$ cat config.mk
export PLATFORM = sky130hd
export DESIGN_NAME = score_segment_display
export DESIGN_NICKNAME = d
export VERILOG_FILES = /design/src/rtl/score_segment_display.sv
export SDC_FILE = /design/constraint.sdc
export NUM_CORES = 1
export LEC_CHECK = 0
export CAP_MARGIN = 20
export CORE_ASPECT_RATIO = 0.6
export CORE_MARGIN = 2
export CORE_UTILIZATION = 40
export CTS_CLUSTER_SIZE = 8
export DETAILED_ROUTE_END_ITERATION = 10
export HOLD_SLACK_MARGIN = 0.05
export PLACE_DENSITY = 0.66
export SYNTH_ARGS = -nofsm -noshare
export SYNTH_HDL_FRONTEND = slang
export SYNTH_SLANG_ARGS = --single-unit
$ cat constraint.sdc
create_clock -name MasterClock -period 4.4 [get_ports MasterClock]
set_clock_uncertainty 0.2 [all_clocks]
set_input_delay 0.88 -clock MasterClock [delete_from_list [all_inputs] [get_ports MasterClock]]
set_output_delay 0.88 -clock MasterClock [all_outputs]
set_load 0.02 [all_outputs]
$ cat src/rtl/score_segment_display.sv
// Four-digit seven-segment score display: sequential double-dabble BCD conversion
// of a saturated binary score, plus strobe-driven anode multiplexing.
module score_segment_display #(
  parameter int SCORE_WIDTH   = 14,
  parameter int BLANK_LEADING = 1
) (
  input  logic                   MasterClock,
  input  logic                   Reset,
  input  logic                   fastClock,
  input  logic [SCORE_WIDTH-1:0] Score,
  input  logic                   Load,
  output logic                   Busy,
  output logic [6:0]             seg,
  output logic [3:0]             an,
  output logic                   dp
);

  localparam int STEP_W = $clog2(SCORE_WIDTH);

  typedef enum logic [1:0] {
    IDLE,
    CONVERT,
    COMMIT
  } stateT;

  stateT                  state, nextState;
  logic [STEP_W-1:0]      stepCount, nextStepCount;
  logic [SCORE_WIDTH-1:0] binReg, nextBinReg;
  logic [15:0]            bcdReg, nextBcdReg;
  logic [15:0]            displayReg, nextDisplayReg;
  logic                   nextBusy;
  logic [SCORE_WIDTH-1:0] clampedScore;
  logic [15:0]            adjustedBcd;

  logic [1:0]             digitIndex;
  logic [3:0]             digitValue;
  logic [3:0]             blankMask;

  function automatic logic [15:0] addThree(input logic [15:0] bcd);
    logic [15:0] result;
    for (int i = 0; i < 4; i++) begin
      result[4*i +: 4] = (bcd[4*i +: 4] >= 4'd5) ? bcd[4*i +: 4] + 4'd3 : bcd[4*i +: 4];
    end
    return result;
  endfunction

  function automatic logic [6:0] encodeDigit(input logic [3:0] value);
    logic [6:0] pattern;
    case (value)
      4'd0:    pattern = 7'b1000000;
      4'd1:    pattern = 7'b1111001;
      4'd2:    pattern = 7'b0100100;
      4'd3:    pattern = 7'b0110000;
      4'd4:    pattern = 7'b0011001;
      4'd5:    pattern = 7'b0010010;
      4'd6:    pattern = 7'b0000010;
      4'd7:    pattern = 7'b1111000;
      4'd8:    pattern = 7'b0000000;
      4'd9:    pattern = 7'b0010000;
      default: pattern = 7'b1111111;
    endcase
    return pattern;
  endfunction

  // Narrow scores can never exceed 9999, so the compare simply never fires there.
  always_comb begin
    if (32'(Score) > 32'd9999) clampedScore = SCORE_WIDTH'(14'd9999);
    else                       clampedScore = Score;
  end

  assign adjustedBcd = addThree(bcdReg);

  // NOTE: every signal gets a default before the case so no path leaves one unassigned (no latches).
  always_comb begin
    nextState      = state;
    nextStepCount  = stepCount;
    nextBinReg     = binReg;
    nextBcdReg     = bcdReg;
    nextDisplayReg = displayReg;
    nextBusy       = Busy;
    case (state)
      IDLE: begin
        if (Load) begin
          nextBinReg    = clampedScore;
          nextBcdReg    = '0;
          nextStepCount = '0;
          nextBusy      = 1'b1;
          nextState     = CONVERT;
        end
      end
      CONVERT: begin
        nextBcdReg    = {adjustedBcd[14:0], binReg[SCORE_WIDTH-1]};
        nextBinReg    = {binReg[SCORE_WIDTH-2:0], 1'b0};
        nextStepCount = stepCount + 1'b1;
        if (stepCount == STEP_W'(SCORE_WIDTH - 1)) nextState = COMMIT;
      end
      COMMIT: begin
        nextDisplayReg = bcdReg;
        nextBusy       = 1'b0;
        nextState      = IDLE;
      end
      default: nextState = IDLE;
    endcase
  end

  // NOTE: sequential state uses non-blocking assignments so every register samples pre-edge values.
  always_ff @(posedge MasterClock) begin
    if (Reset) begin
      state      <= IDLE;
      stepCount  <= '0;
      binReg     <= '0;
      bcdReg     <= '0;
      displayReg <= '0;
      Busy       <= 1'b0;
    end else begin
      state      <= nextState;
      stepCount  <= nextStepCount;
      binReg     <= nextBinReg;
      bcdReg     <= nextBcdReg;
      displayReg <= nextDisplayReg;
      Busy       <= nextBusy;
    end
  end

  // A digit is blank when it and every more significant digit are zero; digit 0 always shows.
  always_comb begin
    blankMask    = 4'b0000;
    blankMask[3] = (displayReg[15:12] == 4'd0);
    blankMask[2] = blankMask[3] && (displayReg[11:8] == 4'd0);
    blankMask[1] = blankMask[2] && (displayReg[7:4] == 4'd0);
    if (BLANK_LEADING == 0) blankMask = 4'b0000;
  end

  assign digitValue = displayReg[{digitIndex, 2'b00} +: 4];

  // digitIndex names the digit lit by the next strobe, so the first strobe after reset lights digit 0.
  always_ff @(posedge MasterClock) begin
    if (Reset) begin
      digitIndex <= 2'd0;
      an         <= 4'b1111;
      seg        <= 7'b1111111;
    end else if (fastClock) begin
      digitIndex <= digitIndex + 2'd1;
      an         <= ~(4'b0001 << digitIndex);
      seg        <= blankMask[digitIndex] ? 7'b1111111 : encodeDigit(digitValue);
    end
  end

  assign dp = 1'b1;

endmodule

Yosys cells after proc, flatten, opt, wreduce, memory -nomap -nowiden
Memories as Yosys holds them, arrays and structs flattened.
Index checks and enable logic that the tools add are counted.
W data, S select, Z words.
- bits in registers: 66
- input bits: 18
- bits in read-only memories: 112
- memories kept: 1
- output and inout port bits: 13
- mux-type cells: 19
- reduce and logical (&&, ||, !) cells: 11
- equal/unequal tests: 5
- $lt $le $gt $ge: 6
- shifts and indexed selects: 2
- add/sub/neg operators: 6
- bitwise gates (word level): 1
- memory list (name ; depth ; bits a word ; read ports ; clocked after memory_dff ; wr ports ; line ; text):
    (name not given) ; 16 ; 7 ; 1 ; 0 ; 0 ; 49 ; case (value)
- operators with widths (cell ; count):
    $pmux W16 S2 ; 1
    $mux W14 ; 2
    $pmux W14 S2 ; 1
    $ge A4 B3 Y1 const B ; 4
    $mux W16 ; 1
    $mux W4 ; 4
    $shiftx A16 B5 Y4 ; 1
    $gt A14 B14 Y1 const B ; 1
    $add A4 B2 Y4 const B ; 3
    $logic_not A4 Y1 ; 3
    $pmux W4 S2 ; 1
    $mux W7 ; 1
    $reduce_and A2 Y1 ; 3
    $add A4 B1 Y4 const B ; 1
    $eq A4 B4 Y1 const B ; 1
    $mux W2 ; 2
    $ne A2 B2 Y1 const B ; 2
    $not A4 Y4 ; 1
    $pmux W2 S2 ; 1
    $reduce_bool A2 Y1 ; 2
    $shl A1 B2 Y4 const A ; 1
    $add A3 B2 Y3 const B ; 1
    $lt A2 B3 Y1 const B ; 1
    $mux W3 ; 1
    other kinds (8) ; 10

Depth between registers and ports, before layout
- depth after elaboration: 6
- gate-level depth with buffers: 7
- depth with buffers taken out: 7

Worst setup path before layout
No wires, ideal clock.
- path kind: in2reg
- from: input Load
- to: register binReg[4]
- stages on the path: 5
- data required time: 4.072 ns
- library setup time: 0.128 ns
- buffers on the path: 1
- setup slack: 2.350 ns
- data arrival time: 1.723 ns
- path through: nor2_1 or2_2 clkbuf_1 a222oi_1 nor2_1
- cells in the longest elaborated chain, start to end: 2
- ends and longest elaborated chain (item ; line ; text):
    from (decl) ; 11 ; input logic Load,
    $ne A2 B2 Y1 (no source line) ; -- ;
    $reduce_and A2 Y1 (no source line) ; -- ;
    to (signal assigned) ; 118 ; binReg <= nextBinReg;
    to (decl) ; 28 ; logic [SCORE_WIDTH-1:0] binReg, nextBinReg;
No other way between the ends.
A chain may end at the register's enable or synchronous reset.

==> run_results.csv <==
group,metric,value,unit
clock_tree,cts_made_buffers,9,
setup_path,crit_family,"buffers and inverters",
job,drv_cap,0,
timing,final.period_utilization,0.5748,
layout,fillerInstances,737,
outcome,status,"finished, final reports clean",
setup_path,crit_slowest_cell,"clkdlybuf4s50_1",
clock_tree,cts_setup_buffers,0,
die,die_w,118.3,um
global_routing,grt_max_degree,31,
clock_tree,htree_num_levels,3,
global_routing,grt_pass1_vias,2446,
clock_tree,clockBufferDepth,2,
routing,post_drt_wl_per_cell,13.56,um
global_routing,grt_usage,0.1706,
setup_path,path_class,"in2reg",
layout,regArea,1321,um^2
layout,drive_gt1_frac,0.06452,
setup_path,startpoint_type,"primary input",
power_and_ir_drop,power.density,407.8,nW/um^2
setup_path,critPathRequiredTime,4.42,ns
timing,setup_tns,0,ns
global_routing,grt_pass1_wl,11.40,mm
synthesis,synthDistinctLibCells,43,
layout,fin_area,3799,um^2
synthesis,synthesis.area,3136,um^2
die,start_util,0.4227,
synthesis,syn_area_per_cell,8.317,um^2
timing,setup_viol,0,
global_routing,antenna_found_initial,0,
timing,slew_headroom,0.4198,
routing,routed_wl,6.876,mm
layout,antenna_cells,0,
layout,layout_common_cells,"66 x dfxtp_1, 64 x nand2_1, 36 x nor2_1",
die,row_count,24,
routing,vias,2636,
timing,tightest_slew,0.8670,ns
worst_hold_path,worstHoldPathType,"reg2reg",
layout,layout_commonest_cell,"dfxtp_1",
setup_path,critical_path_buf_inv_count,2,
placement,post_dp_cell_area,3461,um^2
synthesis,ys_ff_latch,66,
clock_tree,hold_buffers,0,
setup_path,worstPathArrival,2.55,ns
clock_tree,cts_root_buf,"clkbuf_16",
layout,instances_no_fill,507,
timing,finalHoldViolations,0,
synthesis,syn_nets,414,
setup_path,reg2reg_setup_slack,2.03,ns
synthesis,seq_area_frac_synth,0.4214,
power_and_ir_drop,leakagePower,1.470,nW
clock_tree,ctsResizeCount,0,
placement,dp_hpwl,4.919,mm
timing,fmax,395.4,MHz
clock_tree,cts_tree,"yes",
routing,via_per_inst,5.199,
die,core-area,7417,um^2
layout,multi_input_area,1648,um^2
die,pin_count,31,
routing,drtIter0Drc,213,
die,die_area,8586,um^2
placement,gp_congestion,0.8378,
timing,fin_crit,2.529,ns
layout,final_core_util,0.5121,
synthesis,synth_warnings,0,
placement,place_inst,490,
placement,io_buffers,29,
synthesis,synthCells,377,
layout,nNetsFinal,435,
setup_path,cp_cell_sequence,"clkdlybuf4s50_1, buf_4, nor2b_1, o21a_1, a21oi_1",
routing,route.detailed.drc,0,
timing,final_max_slew_viol_count,0,
setup_path,critPathMaxStageDelay,0.63,ns
clock_tree,cts.sinks,66,
routing,ant_nets,0,
layout,area_growth,21.15,%
setup_path,crit_fanout,30,
routing,dr.pass1.iters,5,
die,die_y,72.58,um
clock_tree,cts.clk_slew.worst_paths,0.06,ns
timing,rsz0062_at_grt,"no",
power_and_ir_drop,vdd_ir_drop_max,0.2300,mV
global_routing,gr-total-overflow,0,
setup_path,cp-end-kind,"flip-flop",
clock_tree,clkLatencyLatePin,0.33,ns
[tightest hold or removal path: cells and delay by family (launching register included)]
family	cells	cell delay [ns]
DFF	1	0.31
and+or+nand+nor	2	0.09
[power by group]
part / switching [W] / internal, W
registers: 0.0000197 / 0.000620
logic: 0.0000680 / 0.0000594
clock network: 0.000255 / 0.000526
[state kept, by name, indices dropped and copies added (netlist names)]
| name | count |
|---|---|
| Busy | 1 |
| an | 4 |
| bcdReg | 16 |
| binReg | 14 |
| digitIndex | 2 |
| displayReg | 16 |
| seg | 7 |
| state | 2 |
| stepCount | 4 |
[metal layers]
metal | wire [um] | vias up | GRT usage
met3 | 472 | 11 | 0.06094
met1 | 3579 | 1222 | 0.2387
li1 | - | 1336 | -
met5 | 0 | - | 0
met2 | 2712 | 67 | 0.2364
met4 | 112 | 0 | 0.07363
[layout make-up]
cell class / count / share of cell area
well taps: 104 / 0.03426
repair buffers: 32 / 0.08235
clock inverters: 4 / 0.01943
multi-input cells: 274 / 0.4338
flip-flops and latches: 66 / 0.3478
clock buffers: 12 / 0.06752
inverters: 15 / 0.01482
[path summary, 6_finish.rpt]
check | cells past startpoint | from | endpoint
max | 5 | Reset | seg[0]$_SDFFE_PP1P_
max reg2reg | 6 | digitIndex[1]$_SDFFE_PP0P_ | seg[3]$_SDFFE_PP1P_
min reg2reg | 2 | binReg[10]$_SDFFE_PP0P_ | binReg[11]$_SDFFE_PP0P_
min | 2 | binReg[10]$_SDFFE_PP0P_ | binReg[11]$_SDFFE_PP0P_
[per-stage QoR]
step	total power [W]	hold slack, ns	setup slack (ns)
6_report	0.001549	0.2431	1.871
5_1_grt	0.001606	0.2804	1.765
4_1_cts	0.001566	0.2499	1.895
3_5_place_dp	0.0007794	0.2433	1.535
3_3_place_gp	0.0007775	0.2309	1.557
2_1_floorplan	0.0007316	0.2160	2.350
[logic make-up after synthesis]
kind of cell               synth area share
and+or+nand+nor                      0.2191
xor gates and xnor gates            0.02235
other                              0.001196
muxes                               0.05148
DFF                                  0.4214
adders and majority gates           0.07582
AOI/OAI and AO/OA                    0.1556
buffers and inverters               0.05307
[synth_stat cells, drive strengths merged]
library cell / instances / share of area
buf: 8 / 0.018
o21a: 2 / 0.0048
nand2b: 11 / 0.022
a211oi: 1 / 0.0024
nor3: 14 / 0.022
and3: 1 / 0.0020
a22oi: 3 / 0.0072
nor4: 9 / 0.018
o22ai: 1 / 0.0020
or3: 1 / 0.0020
o31ai: 3 / 0.0072
nor2: 38 / 0.047
nand4: 1 / 0.0020
a21boi: 1 / 0.0060
or4: 1 / 0.0024
mux2i: 9 / 0.029
xnor2: 5 / 0.014
a22o: 5 / 0.014
and2: 2 / 0.0040
nand2: 64 / 0.077
o211ai: 1 / 0.0024
a31oi: 6 / 0.012
ha: 19 / 0.076
a21o: 1 / 0.0024
clkbuf: 14 / 0.017
inv: 15 / 0.018
xor2: 3 / 0.0084
mux2: 2 / 0.0072
nand3: 8 / 0.013
dfxtp: 66 / 0.42
mux4: 2 / 0.016
a2bb2oi: 1 / 0.0028
o21ai: 23 / 0.037
conb: 1 / 0.0012
a222oi: 4 / 0.013
a21oi: 27 / 0.043
nor2b: 3 / 0.0060
or2: 1 / 0.0020
(Power assumes the default switching activity.)
